`src/rtl/tx_tlp_header_insertion.sv`:
```
// Prepends a 3-DW TLP header to an NVMe payload stream, realigning payload DWs by 3 lanes.
// Latency: one cycle from an accepted header/data beat to out_valid (all outputs registered).
// Backpressure: out_ready=0 with out_valid=1 freezes everything; hdr_ready/in_ready drop to 0.
module tx_tlp_header_insertion #(
  parameter int PCIE_DATA_WIDTH = 256,
  parameter int NVME_DATA_WIDTH = 256
) (
  input  logic                       clk,
  input  logic                       rstn,
  input  logic                       srst,
  input  logic                       hdr_valid,
  input  logic [95:0]                hdr_data,
  input  logic                       hdr_nodata,
  output logic                       hdr_ready,
  input  logic                       in_valid,
  input  logic                       in_sof,
  input  logic                       in_eof,
  input  logic [3:0]                 in_byte,
  input  logic [31:0]                in_be,
  input  logic [NVME_DATA_WIDTH-1:0] in_data,
  output logic                       in_ready,
  output logic                       out_valid,
  output logic                       out_sof,
  output logic                       out_eof,
  output logic [3:0]                 out_byte,
  output logic [31:0]                out_be,
  output logic [PCIE_DATA_WIDTH-1:0] out_data,
  input  logic                       out_ready
);

  typedef enum logic [1:0] {IDLE, BODY, TAIL} state_t;

  typedef struct packed {
    logic [95:0] dat;
    logic [11:0] be;
  } carry_t;

  state_t       state_q, state_d;
  carry_t       carry_q, carry_d;
  logic [1:0]   cnt_q, cnt_d;
  logic         adv, run, take, emit;
  logic [95:0]  lo_dat;
  logic [11:0]  lo_be;
  logic [31:0]  be_full;
  logic         o_sof, o_eof;
  logic [3:0]   o_byte;
  logic [31:0]  o_be;
  logic [255:0] o_data;

  // Byte-enable mask covering the lowest k DWs of a beat.
  function automatic logic [31:0] dw_mask(input logic [3:0] k);
    logic [31:0] m;
    m = '0;
    for (int i = 0; i < 8; i++)
      if (i < int'(k)) m[4*i +: 4] = 4'hF;
    return m;
  endfunction

  assign run = rstn & ~srst;
  assign adv = ~out_valid | out_ready;

  always_comb begin
    state_d   = state_q;
    carry_d   = carry_q;
    cnt_d     = cnt_q;
    hdr_ready = 1'b0;
    in_ready  = 1'b0;
    take      = 1'b0;
    emit      = 1'b0;
    lo_dat    = carry_q.dat;
    lo_be     = carry_q.be;
    be_full   = '0;
    o_sof     = 1'b0;
    o_eof     = 1'b0;
    o_byte    = '0;
    o_be      = '0;
    o_data    = '0;

    case (state_q)
      IDLE: begin
        if (hdr_nodata) begin
          hdr_ready = adv & run;
          if (hdr_valid & hdr_ready) begin
            emit   = 1'b1;
            o_data = {160'b0, hdr_data};
            o_be   = 32'h0000_0FFF;
            o_byte = 4'd3;
            o_sof  = 1'b1;
            o_eof  = 1'b1;
          end
        end else begin
          // Header and first data beat are only ever consumed together.
          hdr_ready = adv & run & hdr_valid & in_valid & in_sof;
          in_ready  = hdr_ready;
          if (hdr_ready) begin
            take   = 1'b1;
            lo_dat = hdr_data;
            lo_be  = 12'hFFF;
            o_sof  = 1'b1;
          end
        end
      end
      BODY: begin
        in_ready = adv & run;
        if (in_valid & in_ready) take = 1'b1;
      end
      TAIL: begin
        if (adv & run) begin
          emit    = 1'b1;
          o_data  = {160'b0, carry_q.dat};
          o_be    = {20'b0, carry_q.be} & dw_mask({2'b0, cnt_q});
          o_byte  = {2'b0, cnt_q};
          o_eof   = 1'b1;
          state_d = IDLE;
        end
      end
      default: state_d = IDLE;
    endcase

    if (take) begin
      emit    = 1'b1;
      o_data  = {in_data[159:0], lo_dat};
      be_full = {in_be[19:0], lo_be};
      carry_d = '{dat: in_data[255:160], be: in_be[31:20]};
      if (!in_eof) begin
        o_byte  = 4'd8;
        o_be    = be_full;
        state_d = BODY;
      end else if (in_byte <= 4'd5) begin
        o_byte  = in_byte + 4'd3;
        o_be    = be_full & dw_mask(in_byte + 4'd3);
        o_eof   = 1'b1;
        state_d = IDLE;
      end else begin
        // The last 1..3 payload DWs spill into a trailing beat.
        o_byte  = 4'd8;
        o_be    = be_full;
        cnt_d   = 2'(in_byte - 4'd5);
        state_d = TAIL;
      end
    end
  end

  always_ff @(posedge clk or negedge rstn) begin
    if (!rstn) begin
      state_q   <= IDLE;
      carry_q   <= '0;
      cnt_q     <= '0;
      out_valid <= 1'b0;
      out_sof   <= 1'b0;
      out_eof   <= 1'b0;
      out_byte  <= '0;
      out_be    <= '0;
      out_data  <= '0;
    end else if (srst) begin
      state_q   <= IDLE;
      carry_q   <= '0;
      cnt_q     <= '0;
      out_valid <= 1'b0;
      out_sof   <= 1'b0;
      out_eof   <= 1'b0;
      out_byte  <= '0;
      out_be    <= '0;
      out_data  <= '0;
    end else begin
      state_q <= state_d;
      carry_q <= carry_d;
      cnt_q   <= cnt_d;
      if (adv) begin
        out_valid <= emit;
        out_sof   <= o_sof;
        out_eof   <= o_eof;
        out_byte  <= o_byte;
        out_be    <= o_be;
        out_data  <= o_data;
      end
    end
  end

endmodule

```
`config.mk`:
```
export PLATFORM = sky130hd
export DESIGN_NAME = tx_tlp_header_insertion
export DESIGN_NICKNAME = d
export VERILOG_FILES = /design/src/rtl/tx_tlp_header_insertion.sv
export SDC_FILE = /design/constraint.sdc
export NUM_CORES = 1
export LEC_CHECK = 0
export CAP_MARGIN = 20
export CORE_AREA = 4 4 268 270
export CTS_CLUSTER_SIZE = 28
export DETAILED_ROUTE_END_ITERATION = 8
export DIE_AREA = 0 0 272 274
export GPL_TIMING_DRIVEN = 0
export REMOVE_ABC_BUFFERS = 1
export SYNTH_ARGS = -nofsm -noshare
export SYNTH_HDL_FRONTEND = slang
export SYNTH_SLANG_ARGS = --single-unit
```
`constraint.sdc`:
```
create_clock -name clk -period 4.11 [get_ports clk]
set_clock_uncertainty 0.05 [all_clocks]
set_input_delay 0.6165 -clock clk [delete_from_list [all_inputs] [get_ports clk]]
set_output_delay 0.6165 -clock clk [all_outputs]
set_load 0.1 [all_outputs]
```
# After elaboration in Yosys (flattened, before gate mapping)
# Index checks and enable logic that the tools add are counted.
# totals
reg_bits	407
input_bits	397
output_inout_bits	297
elab_cells	155
# op_classes
n_addsub	2
magnitude_cmp	12
n_eq_ne	5
mux	108
n_bitwise	11
reduce_logical	7
# op_table
op	count
$mux W256	3
$mux W96	6
$mux W108	2
$pmux W96 S2	1
$mux W4	46
$mux W32	5
$mux W12	6
$and A32 B32 Y32	1
$mux W2	12
$pmux W12 S2	1
$mux W1	21
$lt A3 B4 Y1 const A	4
$and A12 B12 Y12	1
$lt A1 B4 Y1 const A	2
$lt A2 B4 Y1 const A	2
$pmux W2 S2	2
$and A1 B1 Y1	6
$pmux W1 S2	3
$reduce_bool A2 Y1	3
$add A4 B2 Y4 const B	1
$le A4 B3 Y1 const B	1
$lt A1 B2 Y1 const A	2
$ne A4 B4 Y1 const B	1
$ne A3 B1 Y1 const B	1
other kinds (11)	12

# Logic depth before layout (Yosys ltp)
# depth
ltp_word	16
mapped_depth	9
mapped_depth_nobuf	7

# Worst setup path before layout
# No wires, ideal clock.
# synth_path
path_type	register -> output
startpoint	register out_valid
endpoint	output hdr_ready
t_arrival_ns	4.029
required_ns	3.444
setup_slack_ns	-0.586
path_stages_with_launch	4
path_buffers	0
cell_sequence	dfrtp_1 -> nand2b_1 -> nand2_2 -> nor4_1
# synth_via
elab_chain_cells	8
# synth_lines
item	line	text
start, declared	22	output logic out_valid,
start signal, assigned	170	out_valid <= emit;
$not A1 Y1 *	60	assign adv = ~out_valid | out_ready;
$or A1 B1 Y1 *	60	
$and A1 B1 Y1 *	82, 93	
$and A1 B1 Y1 (3 in a row)	93	hdr_ready = adv & run & hdr_valid & in_valid & in_sof;
$mux W1 *	81	if (hdr_nodata) begin
$mux W1 *	79	case (state_q)
end, declared	14	output logic hdr_ready,
# Every way passes the cells marked *; elsewhere a longest branch is shown, timed or not.

# Final worst setup path
# layout_path
startpoint	input rstn
endpoint	register carry_q[86] in the netlist's numbering
# layout_via
elab_chain_cells	9
word_cells_on_any_way	11
classes_between	mux: 4; bitwise: 6; reduce/logical: 1
# layout_lines
item	line	text
start, declared	9	input logic rstn,
$and A1 B1 Y1 *	59	assign run = rstn & ~srst;
$and A1 B1 Y1 *	93, 104	
$and A1 B1 Y1 (3 in a row)	93	
$mux W1	95	if (hdr_ready) begin
$mux W1	81	
$pmux W1 S2 *	79	
$reduce_bool A2 Y1 (no source line) *	n/a	
end signal, assigned	167	carry_q <= carry_d;
end, declared	39	carry_t carry_q, carry_d;
# Marked as above.
# A chain may end at the register's enable or synchronous reset.

==> run_results.csv <==
group,metric,value,unit
outcome,outcome,"finished, final reports clean",
sta,slew_headroom,0.211,
critical_path,critPathLaunch,"rstn",
clock_network,cts-htree-levels,2,
placement,dp.cells,3200,
layout,stdcell_count,3296,
placement,gp_congestion,0.837,
sta,setup_tns,0,ps
synthesis,ys_seq_area_frac,0.604,
flow_run,cap_violations,0,
clock_network,cts_tree,"yes",
floorplan,die_width,272,um
clock_network,clockBufferDepth,3,
synthesis,yosys.area.top_type,"dfrtp_1",
global_routing,busiest_layer,"met2",
critical_path,worstReg2RegStart,"out_valid",
route,vias,16100,
sta,max_clock_freq,281,MHz
layout,mostFrequentLayoutCell,"clkdlybuf4s50_1",
synthesis,synth_area_leaders,"dfrtp_1 (60%), a22o_1 (9.4%), nand2_1 (9.1%)",
critical_path,regToRegSetupSlack,790,ps
pwr,power_density,350,nW/um2
sta,hold_ws,14.5,ps
sta,finalMaxSlewViolations,0,
route,vias_per_cell,4.87,
critical_path,crit_required,4550,ps
placement,io_buffers,693,
global_routing,grt_util_met3,0.0627,
floorplan,pin_count,694,
critical_path,cp-start-kind,"input port",
synthesis,syn_inst,1641,
route,drc,0,
critical_path,path_class,"input port to flop",
sta,min_period,3560,ps
global_routing,grt-ovfl-total,0,
placement,dp_slack,-1310,ps
critical_path,reg2reg_depth,15,
global_routing,antenna_found_initial,21,
synthesis,synth_area,16800,um2
layout,finalInstanceArea,27100,um2
clock_network,root_buffer,"clkbuf_16",
synthesis,ys_warn_count,0,
critical_path,cp-end-kind,"flop",
synthesis,synth.top_cell.area_share,0.604,
pwr,peakVddDrop,0.000242,V
synthesis,avgSynthCellArea,10.3,um2
clock_network,cts.clk_slew.worst_paths,60,ps
route,routedWlPerCell,21.5,um
route,drtPass1Iterations,5,
floorplan,die-area,74500,um2
layout,drive_gt1_frac,0.0669,
synthesis,ys.flop_type,"dfrtp_1",
floorplan,start_util,0.242,
layout,final_cell_mix,"clkdlybuf4s50_1 (689), nand2_1 (409), dfrtp_1 (407)",
clock_network,cts_buffers,47,
global_routing,grt_pass1_wl,106000,um
layout,layout.nets,2712,
sta,max_slew.worst_pin.slew,1180,ps
min_path,hp-class,"input port to asynchronous set/reset pin",
sta,finalSetupViolCount,0,
critical_path,r2r-end,"carry_q[86]",
layout,fin_util,0.390,
critical_path,cp.arrival,4000,ps
synthesis,synth_edf_count,0,
route,drt-total-wl,70900,um
global_routing,grt_util_all_layers,0.182,
layout,syn_to_final_growth,60.9,%
global_routing,grt_use_met1,0.214,
floorplan,die_h,274,um
synthesis,ys_types,46,
synthesis,synth-seq-cells,407,
route,ant_nets,0,
synthesis,async_flop_share,1.00,
sta,rsz0062_at_grt,"no",
critical_path,path_max_fanout,107,
global_routing,grt_use_met2,0.314,
floorplan,num_rows,97,
sta,setup_slack,546,ps
sta,hold_violations,0,
clock_network,cts_num_sinks,407,
global_routing,grt_max_degree,108,
placement,dpl-instance-area,25500,um2
global_routing,grt_pass1_vias,16600,
pwr,p_leak,11.2,nW
pwr,totalPowerFinal,9.49,mW
floorplan,core-area,69500,um2
sta,finalCritPeriodShare,0.867,
clock_network,clkLatencyLatePin,590,ps
placement,dp_hpwl,52200,um
route,drtIter0Drc,1377,
## state kept, by name, indices dropped and copies added (netlist names)
signal / count
out_data: 256
cnt_q: 2
out_be: 32
out_sof: 1
out_valid: 1
state_q: 2
carry_q: 108
out_eof: 1
out_byte: 4
## cell usage after synthesis, types with 3 or more instances
| library cell | n |
|---|---|
| buf_2 | 40 |
| o21ai_1 | 3 |
| nand2b_1 | 5 |
| o21ai_0 | 11 |
| buf_6 | 5 |
| clkbuf_1 | 82 |
| a22oi_1 | 3 |
| inv_1 | 8 |
| a31oi_1 | 3 |
| nor2_1 | 113 |
| buf_4 | 3 |
| buf_1 | 11 |
| a21o_1 | 3 |
| a21oi_1 | 213 |
| o221ai_1 | 93 |
| dfrtp_1 | 407 |
| nand2_1 | 409 |
| nor4_1 | 4 |
| a22o_1 | 180 |
| ha_1 | 3 |
| a221o_1 | 8 |
## area by class of cell
cell class                 instances  area (um2)
antenna                            8        20.0
clock buffer                      67        1330
clock inverter                    18         258
fill                            6761       42400
inverter                           8        30.0
multi-input combinational       1085        6070
sequential                       407       10200
tap                              940        1180
timing repair buffer             763        8040
## timing repair
action / in CTS / in global routing
resized for setup: 4 / 0
buffers inserted: 1 / 0
endpoints found under the hold margin: 96 / 0
endpoints found under the setup margin: 101 / 0
hold buffers: 1 / 0
## layer usage
layer	share of wire	vias up
li1	-	7191
met5	0.0023	-
met4	0.034	26
met2	0.49	734
met3	0.091	132
met1	0.38	7967
## worst max-delay path: stages
cell	delay (ps)
buf_12	120
buf_16	340
nor2b_4	310
nand2_2	120
nor4_4	340
buf_6	190
buf_4	190
buf_4	190
buf_6	150
buf_4	150
buf_4	190
buf_4	200
buf_4	190
buf_4	170
buf_4	180
nand2_1	70
a21oi_1	130
## report_power, final
part / switching [mW] / internal [mW] / total, mW / leakage [nW]
clock network: 1.79 / 2.59 / 4.37 / 0.783
logic: 0.575 / 0.473 / 1.05 / 4.74
registers: 0.0243 / 4.04 / 4.07 / 5.67
## cells by family (layout without fill, tap and decap cells)
logic type,Yosys count,after routing,share of synthesized area
AOI/OAI and AO/OA,528,528,0.225
xor gates and xnor gates,1,1,0.000520
adders and majority gates,3,3,0.00223
buffers and inverters,149,856,0.0391
DFF,407,407,0.604
muxes,1,1,0.000594
other,0,8,0
and+or+nand+nor,552,552,0.129
## worst max-delay path by stage
stage | endpoint | slack [ps] | depth (start not counted)
6_report | carry_q[86] | 550 | 17
3_3_place_gp | out_data[92] | -61620 | 6
4_1_cts | hdr_ready | 500 | 6
5_1_grt | carry_q[86] | 280 | 17
3_5_place_dp | carry_q[86] | -1310 | 17
2_1_floorplan | out_data[92] | -21870 | 5
Power figures use the tool's default switching activity.
